### src/rtl/muldiv_unit.sv
// muldiv_unit: iterative 24-bit multiply/divide; divider built only when MULDIV_DIV_EN is defined.
// Result is written back 25 edges after accept and Busy drops one edge later; Start is ignored unless idle.
module muldiv_unit #(
    parameter int DATA_W = 24,
    parameter int REG_AW = 4
) (
    input  logic              Clock,
    input  logic              Reset,
    input  logic              Start,
    input  logic [1:0]        Op,
    input  logic [DATA_W-1:0] OpA,
    input  logic [DATA_W-1:0] OpB,
    input  logic [REG_AW-1:0] DestReg,
    output logic              Busy,
    output logic              Done,
    output logic              RegWrite,
    output logic [REG_AW-1:0] RD,
    output logic [DATA_W-1:0] WriteData,
    output logic [DATA_W-1:0] Hi,
    output logic              DivByZero
);

    localparam int CW = $clog2(DATA_W);

    localparam logic [1:0] S_IDLE = 2'd0;
    localparam logic [1:0] S_CALC = 2'd1;
    localparam logic [1:0] S_FIX  = 2'd2;
    localparam logic [1:0] S_WB   = 2'd3;

    logic [1:0]          state;
    logic [CW-1:0]       cnt;
    logic [2*DATA_W-1:0] acc;
    logic [2*DATA_W-1:0] acc_nxt;
    logic [2*DATA_W-1:0] prod;
    logic [DATA_W:0]     sum;
    logic [DATA_W-1:0]   mag_b;
    logic [DATA_W-1:0]   mag_a_in;
    logic [DATA_W-1:0]   mag_b_in;
    logic [DATA_W-1:0]   res_lo;
    logic [DATA_W-1:0]   res_hi;
    logic [REG_AW-1:0]   dest_q;
    logic                neg_q;
    logic                op_ok;
    logic                accept;

`ifdef MULDIV_DIV_EN
    logic                is_div_q;
    logic                neg_r_q;
    logic                zero_q;
    logic                dbz_q;
    logic [DATA_W-1:0]   a_q;
    logic [DATA_W:0]     trial;

    assign op_ok     = 1'b1;
    assign DivByZero = dbz_q;
`else
    assign op_ok     = ~Op[1];
    assign DivByZero = 1'b0;
`endif

    assign accept   = (state == S_IDLE) && Start && op_ok;
    assign mag_a_in = (Op[0] && OpA[DATA_W-1]) ? -OpA : OpA;
    assign mag_b_in = (Op[0] && OpB[DATA_W-1]) ? -OpB : OpB;

    // acc = {partial product | remainder, multiplier | dividend->quotient}
    always_comb begin
        sum     = {1'b0, acc[2*DATA_W-1:DATA_W]} + {1'b0, mag_b};
        acc_nxt = acc[0] ? {sum, acc[DATA_W-1:1]} : {1'b0, acc[2*DATA_W-1:1]};
`ifdef MULDIV_DIV_EN
        trial = {acc[2*DATA_W-1:DATA_W], acc[DATA_W-1]} - {1'b0, mag_b};
        if (is_div_q) begin
            acc_nxt = trial[DATA_W] ? {acc[2*DATA_W-2:0], 1'b0}
                                    : {trial[DATA_W-1:0], acc[DATA_W-2:0], 1'b1};
        end
`endif
    end

    always_comb begin
        prod   = neg_q ? -acc : acc;
        res_lo = prod[DATA_W-1:0];
        res_hi = prod[2*DATA_W-1:DATA_W];
`ifdef MULDIV_DIV_EN
        if (is_div_q) begin
            if (zero_q) begin
                res_lo = '1;
                res_hi = a_q;
            end else begin
                res_lo = neg_q   ? -acc[DATA_W-1:0] : acc[DATA_W-1:0];
                res_hi = neg_r_q ? -acc[2*DATA_W-1:DATA_W] : acc[2*DATA_W-1:DATA_W];
            end
        end
`endif
    end

    always_ff @(posedge Clock) begin
        if (Reset) begin
            state     <= S_IDLE;
            cnt       <= '0;
            acc       <= '0;
            mag_b     <= '0;
            dest_q    <= '0;
            neg_q     <= 1'b0;
            Busy      <= 1'b0;
            Done      <= 1'b0;
            RegWrite  <= 1'b0;
            RD        <= '0;
            WriteData <= '0;
            Hi        <= '0;
`ifdef MULDIV_DIV_EN
            is_div_q  <= 1'b0;
            neg_r_q   <= 1'b0;
            zero_q    <= 1'b0;
            dbz_q     <= 1'b0;
            a_q       <= '0;
`endif
        end else begin
            Done     <= 1'b0;
            RegWrite <= 1'b0;
            case (state)
                S_IDLE: begin
                    if (accept) begin
                        state  <= S_CALC;
                        Busy   <= 1'b1;
                        cnt    <= '0;
                        acc    <= {{DATA_W{1'b0}}, mag_a_in};
                        mag_b  <= mag_b_in;
                        dest_q <= DestReg;
                        neg_q  <= Op[0] & (OpA[DATA_W-1] ^ OpB[DATA_W-1]);
`ifdef MULDIV_DIV_EN
                        is_div_q <= Op[1];
                        neg_r_q  <= Op[0] & OpA[DATA_W-1];
                        zero_q   <= (OpB == '0);
                        a_q      <= OpA;
                        dbz_q    <= 1'b0;
`endif
                    end
                end
                S_CALC: begin
                    acc <= acc_nxt;
                    cnt <= cnt + 1'b1;
                    if (cnt == CW'(DATA_W - 1)) begin
                        state <= S_FIX;
                    end
                end
                S_FIX: begin
                    state     <= S_WB;
                    Done      <= 1'b1;
                    RegWrite  <= 1'b1;
                    RD        <= dest_q;
                    WriteData <= res_lo;
                    Hi        <= res_hi;
`ifdef MULDIV_DIV_EN
                    dbz_q     <= is_div_q & zero_q;
`endif
                end
                S_WB: begin
                    state <= S_IDLE;
                    Busy  <= 1'b0;
                end
                default: state <= S_IDLE;
            endcase
        end
    end

endmodule

### config.mk
export PLATFORM = sky130hd
export DESIGN_NAME = muldiv_unit
export DESIGN_NICKNAME = d
export VERILOG_FILES = /design/src/rtl/muldiv_unit.sv
export SDC_FILE = /design/constraint.sdc
export NUM_CORES = 1
export LEC_CHECK = 0
export BUFFER_PORTS_ARGS = -buffer_cell sky130_fd_sc_hd__buf_2
export CORE_ASPECT_RATIO = 0.8
export CORE_MARGIN = 3
export CORE_UTILIZATION = 38
export CTS_BUF_LIST = sky130_fd_sc_hd__clkbuf_8
export DETAILED_ROUTE_END_ITERATION = 8
export PLACE_DENSITY = 0.6
export SYNTH_ARGS = -nofsm -noshare
export SYNTH_HDL_FRONTEND = slang
export SYNTH_SLANG_ARGS = --single-unit
### constraint.sdc
create_clock -name Clock -period 3.73 [get_ports Clock]
set_clock_uncertainty 0.05 [all_clocks]
set_input_delay 0 -clock Clock [delete_from_list [all_inputs] [get_ports Clock]]
set_output_delay 0 -clock Clock [all_outputs]
set_load 0.05 [all_outputs]
==> results.md, run 1 <==
- Number of library cell types mapped by synthesis: 60
- Mapped Nets: 1086
- Launching point of the worst reg2reg path: acc[24]$_SDFFE_PP0P_
- Power share of the clock group: 0.257
- Startpoint-to-endpoint class of the critical path: register to register
- Sum Neg Setup Slack: 0 ps
- Hold worst-path end: acc[3]$_SDFFE_PP0P_
- Placer congestion estimate: 0.910
- Antenna diodes: 0
- Residual overflow from global routing: 0
- Setup repair after global routing missed its margin: no
- Largest stage delay on the critical path: 590 ps
- Number of design-rule violations left by the first detailed-router iteration: 751
- Register-to-register setup slack: 650 ps
- Internal power of the cells: 3110 uW
- Placeable core region: 0.0209 sq mm
- Full die area: 0.0233 sq mm
- Ratio of routed vias to standard cells: 5.47
- Total number of nets in the final design: 1226
- Depth of the worst hold-timing path: 5
- Worst reg2reg path endpoint: acc[37]$_SDFFE_PP0P_
- Critical path data arrival time: 3340 ps
- Comb power frac: 0.390
- Critical path launch point type: register
- Slew @ Worst Pin: 891 ps
- Share of final-layout standard cells stronger than drive strength 1: 0.155
- Post-cts gate resize count: 0
- Count of nets left with antenna violations after detail routing: 0
- Leakage: 0.00398 uW
- Overall fraction of global-route tracks in use: 0.201
- Power share of the sequential group: 0.353
- Reported net switching power: 2200 uW
- Number of antenna violations at the first check in global routing: 0
- Clock tree from TritonCTS: built
- Switching power share of the total: 0.414
- Kind of end point of the critical path: register
- Length in cells of the worst reg-to-reg path: 10
- Largest fanout on the critical path: 6
- Layout area overhead: 21.9%
- Sequence of cells on the critical path: ha_1, inv_1, fa_1, nand2b_1, a21oi_1, o22ai_1, o41ai_2, xor2_1, a222oi_1, nor2_1
- Post-synthesis average cell area: 8.20 sq um
- Synthesis warning total: 0
- Initial cell density of the core: 0.391
- Routed WL per cell: 16.2 microns
- Total of flip-flops plus latches after synthesis: 138
- Number of synthesized flops with an enable pin: 0
- Highest-delay cell along the critical path: sky130_fd_sc_hd__o41ai_2
- Setup Slack @ Placement: 723 ps
- Max-cap viol count: 0
- Number of ports placed on the die boundary: 113
- Num Clock Sinks: 138
- DPL Wire Length: 16900 microns
- Worst Slack Setup Final: 648 ps
- Placement row count: 47
- Total wire length: 23000 microns
- Vias in the first global route: 7050
- DRC Markers: 0
- Clock period minus final worst setup slack: 3080 ps
- Pin count of the biggest net entering global routing: 84
- Startpoint of the tightest hold check path: OpA[1]
- Buffers added on ports: 111
- Clk buf depth: 2
- CP startpoint: acc[24]$_SDFFE_PP0P_
- Max-slew violations: 0
- CTS buffer count: 17
- Clock slew at the register clock pins of the worst setup and hold paths: 80 ps
- Overall die height: 137 microns
- Async SR Flop Fraction: 0
- Global-route wire length before repair: 37800 microns
- Total number of vias: 7753
- Status: completed
- Final Hold Fails: 0
- Max-slew headroom at the worst pin: 0.406
- Power density normalized to cell area: 534 mW/mm^2
- Skew-Pair Late Insertion Delay: 450 ps
- Achievable clock frequency: 324 MHz
- Top_reg_cell synth: sky130_fd_sc_hd__dfxtp_1
- CTS HTree Levels: 4
- Pre-antenna DRT Iters: 8
- Proportion of synthesized chip area in sequential cells: 0.339
- Clk root buf: sky130_fd_sc_hd__clkbuf_8
- WP data required: 3990 ps
- Total of endpoints with negative setup slack in the final report: 0
- Worst hold path type: primary input to register
- Peak VDD IR: 0.000261 V
- Gate count of the mapped netlist: 995
- Cell area after synthesis: 0.00816 sq mm
- Period Utilization, post-route: 0.826
- Horizontal die dimension: 170 microns
## repair_timing
item                                    4_1_cts  5_1_grt
endpoints found under the hold margin        50        0
hold buffers                                 59        0
endpoints found under the setup margin        0        0
setup buffers                                 0        0
## metal layers
layer	wire length, microns	vias to the layer above	track usage
li1	-	3922	-
met5	0	-	0
met3	1460	28	0.0355
met4	305	0	0.0568
met1	12600	3534	0.322
met2	8610	269	0.268
## layout by cell type (no fill, tap or decap), types with 17 or more instances in the layout
cell type,n
sky130_fd_sc_hd__dfxtp_1,138
sky130_fd_sc_hd__nor2_1,131
sky130_fd_sc_hd__buf_2,110
sky130_fd_sc_hd__nand2_1,80
sky130_fd_sc_hd__xor2_1,77
sky130_fd_sc_hd__a21oi_1,61
sky130_fd_sc_hd__dlygate4sd3_1,59
sky130_fd_sc_hd__o21ai_0,55
sky130_fd_sc_hd__a211oi_1,43
sky130_fd_sc_hd__xnor2_1,32
sky130_fd_sc_hd__ha_1,32
sky130_fd_sc_hd__a22oi_1,24
sky130_fd_sc_hd__a222oi_1,20
sky130_fd_sc_hd__o31ai_1,19
sky130_fd_sc_hd__clkbuf_8,18
sky130_fd_sc_hd__inv_1,17
sky130_fd_sc_hd__nor3_1,17
## synth_stat cells (all sizes together), types with 8 or more instances
| master | count | area (sq um) |
|---|---|---|
| a222oi | 20 | 200 |
| or3 | 15 | 104 |
| o21ai | 59 | 295 |
| nor4 | 10 | 81.3 |
| a31oi | 9 | 56.3 |
| o31ai | 23 | 201 |
| inv | 16 | 60.1 |
| o22ai | 16 | 100 |
| nand3 | 13 | 65.1 |
| nor3 | 17 | 85.1 |
| nand2 | 80 | 300 |
| nor2 | 131 | 492 |
| a22oi | 24 | 180 |
| mux2i | 11 | 110 |
| clkbuf | 54 | 203 |
| xnor2 | 32 | 280 |
| a21oi | 61 | 305 |
| nand4 | 10 | 62.6 |
| nand2b | 16 | 100 |
| buf | 8 | 46.3 |
| xor2 | 77 | 674 |
| ha | 33 | 413 |
| dfxtp | 138 | 2760 |
| a211oi | 43 | 323 |
| o41ai | 9 | 109 |
## logic make-up after synthesis
group,count (synthesis),synth area share
simple gates,327,0.189
compound gates,293,0.246
flops,138,0.339
xor+xnor,109,0.117
buf+inv,79,0.0383
fa+ha+maj,34,0.0531
mux,14,0.0176
other cells,1,0.000460
## sequential cells by signal (all words and copies together) (netlist names), 2 cells and up
signal,flops
cnt,5
state,2
Hi,24
RD,4
dest_q,4
WriteData,24
mag_b,24
acc,48
## metrics by stage
stage / hold slack, ps / instance area (sq um) / util / cells / power (uW)
5_1_grt: 41.7 / 9940 / 0.476 / 1417 / 5630
4_1_cts: 1.14 / 9940 / 0.476 / 1417 / 5320
3_3_place_gp: 192 / 8910 / 0.427 / 1326 / 3900
6_report: 26.6 / 9940 / 0.476 / 1417 / 5300
3_5_place_dp: 195 / 8910 / 0.427 / 1326 / 3910
2_1_floorplan: 86.0 / 8160 / - / 995 / 3400
## power by group through the flow
| stage | sequential, uW | clock, uW | combinational (uW) |
|---|---|---|---|
| 2_1_floorplan | 2210 | 0 | 1190 |
| 3_3_place_gp | 1900 | 0 | 1990 |
| 3_5_place_dp | 1910 | 0 | 2010 |
| 4_1_cts | 1870 | 1390 | 2070 |
| 5_1_grt | 1900 | 1450 | 2280 |
| 6_report | 1870 | 1360 | 2070 |
## cell type report
type | instances | area (sq um)
Clock buffer | 18 | 248
Timing Repair Buffer | 183 | 1250
Sequential cell | 138 | 2760
Tap cell | 269 | 337
Multi-Input combinational cell | 778 | 5090
Fill cell | 2015 | 10900
Clock inverter | 14 | 195
Inverter | 17 | 63.8
## critical path, delay by kind of cell, from the launching register on
kind,cells,cell delay [ps]
buffers and inverters,1,60
DFF,1,470
and+or+nand+nor,2,250
AOI/OAI and AO/OA,4,1370
adders and majority gates,2,610
xor gates and xnor gates,1,130
## worst max-delay path by stage
stage	to	cells past startpoint
5_1_grt	acc[37]$_SDFFE_PP0P_	10
4_1_cts	acc[37]$_SDFFE_PP0P_	10
6_report	acc[37]$_SDFFE_PP0P_	10
2_1_floorplan	acc[37]$_SDFFE_PP0P_	10
3_5_place_dp	acc[37]$_SDFFE_PP0P_	10
3_3_place_gp	acc[37]$_SDFFE_PP0P_	10
Power figures use the tool's default switching activity.
==> inputs of run 2 (changes only) <==
clock period = 2.9 ns   (was 3.73 ns; I/O delays follow)
==> results.md, run 2 (synthesis results as in run 1) <==
- Status: completed
- Layout area overhead: 24.6%
- Pre-antenna DRT Iters: 5
- Number of antenna violations at the first check in global routing: 0
- Horizontal die dimension: 170 microns
- Critical path launch point type: primary input
- Final instance count without filler cells: 1439
- Placer congestion estimate: 0.929
- Number of ports placed on the die boundary: 113
- Setup repair after global routing missed its margin: no
- Worst hold path type: primary input to register
- Overall fraction of global-route tracks in use: 0.206
- Share of final-layout standard cells stronger than drive strength 1: 0.168
- Clock tree from TritonCTS: built
- Antenna diodes: 0
- CTS buffer count: 17
- Clk buf depth: 2
- Placeable core region: 0.0209 sq mm
- Critical path data arrival time: 3040 ps
- Clock slew at the register clock pins of the worst setup and hold paths: 80 ps
- Met1 Resource Use GR: 0.333
- Finished layout cell area: 0.0102 sq mm
- Overall die height: 137 microns
- Slew @ Worst Pin: 1170 ps
- DRC Markers: 0
- Skew-Pair Late Insertion Delay: 460 ps
- Placed Cells: 1342
- Power density normalized to cell area: 680 mW/mm^2
- Buffers added on ports: 111
- Total power: 6910 uW
- Sum Neg Setup Slack: 0 ps
- Max-slew violations: 0
- Met3 track demand over resource in global routing: 0.0393
- Total number of vias: 7896
- Max-cap viol count: 0
- Number of design-rule violations left by the first detailed-router iteration: 958
- Global-route wire length before repair: 38200 microns
- Residual overflow from global routing: 0
- Total of endpoints with negative setup slack in the final report: 0
- Busiest metal layer after global routing: met1
- Vias in the first global route: 7040
- Full die area: 0.0233 sq mm
- Achievable clock frequency: 369 MHz
- Leakage: 0.00411 uW
- Final Hold Fails: 0
- Clock period minus final worst setup slack: 2710 ps
- Total wire length: 23900 microns
- CTS HTree Levels: 4
- Hold Worst Slack: 34.9 ps
- Most used cells in the layout excluding fill and tap cells: sky130_fd_sc_hd__dfxtp_1 (138), sky130_fd_sc_hd__nor2_1 (131), sky130_fd_sc_hd__buf_2 (110)
- Startpoint-to-endpoint class of the critical path: primary input to register
- Peak VDD IR: 0.000376 V
- Commonest non-fill, non-tap cell in the layout: sky130_fd_sc_hd__dfxtp_1
- Max-slew headroom at the worst pin: 0.215
- Routed WL per cell: 16.6 microns
- Largest register FFs: 48
- Clk root buf: sky130_fd_sc_hd__clkbuf_8
- WP data required: 3230 ps
- Period Utilization, post-route: 0.933
- Global-route met2 utilization: 0.269
- Num Clock Sinks: 138
- Total number of nets in the final design: 1248
- Biggest register: acc
- Initial cell density of the core: 0.391
- Pin count of the biggest net entering global routing: 56
- DPL Wire Length: 17200 microns
- Total cell area at the placement stage: 0.00905 sq mm
- Number of buffers inserted by post-CTS setup repair: 0
- Kind of end point of the critical path: register
- Count of nets left with antenna violations after detail routing: 0
- Ratio of routed vias to standard cells: 5.49
- Largest fanout on the critical path: 4
- Placement row count: 47
-- run 2: cell types whose count changed in the layout (fill, tap and decap cells not counted), sizes merged --
cell / delta
dlygate4sd3: +6
buf: +16
clkinvlp: -1
clkinv: +1
-- run 2: layer usage --
metal	wire length [microns]	up-vias	share of wire
met5	0	-	0
met2	9170	301	0.38
met1	12700	3610	0.53
met3	1740	22	0.073
li1	-	3963	-
met4	284	0	0.012
-- run 2: final timing paths --
kind	start	end	slack (ps)	cells after the start
setup reg to reg	acc[24]$_SDFFE_PP0P_	acc[37]$_SDFFE_PP0P_	200	11
setup / recovery	OpB[12]	mag_b[21]$_SDFFE_PP0P_	190	9
hold / removal	OpA[1]	acc[3]$_SDFFE_PP0P_	30	5
hold reg to reg	Hi[11]$_SDFFE_PP0P_	Hi[11]$_SDFFE_PP0P_	400	2
-- run 2: per-stage QoR --
stage	utilization	worst slack, ps
after floorplan	-	279
after global placement	0.434	329
after detailed placement	0.434	247
after CTS	0.486	142
after global routing	0.487	28.3
final	0.487	194
-- run 2: cell type report --
class                      instances  area [sq um]
clock inverter                    14           196
multi-input combinational        778          5100
clock buffer                      18           248
tap                              269           337
timing repair buffer             205          1450
inverter                          17          63.8
sequential                       138          2760
fill                            2021         10700
-- run 2: power by group --
part | switching [uW] | internal [uW] | total [uW]
logic | 1850 | 897 | 2740
registers | 235 | 2170 | 2400
clock network | 799 | 966 | 1770
total | 2880 | 4030 | 6910
-- run 2: timing repair --
action	4_1_cts	5_1_grt
hold endpoints to repair	73	0
gates resized for setup	0	3
hold buffers	65	0
endpoints found under the setup margin	0	2
-- run 2: critical path, stage by stage --
cell and delay (ps):
sky130_fd_sc_hd__dlygate4sd3_1 520, sky130_fd_sc_hd__buf_2 140, sky130_fd_sc_hd__or4_1 580, sky130_fd_sc_hd__or4_4 460, sky130_fd_sc_hd__nand3b_1 240, sky130_fd_sc_hd__o31ai_2 230
sky130_fd_sc_hd__xor2_1 100, sky130_fd_sc_hd__dlygate4sd3_1 570, sky130_fd_sc_hd__a211oi_1 210
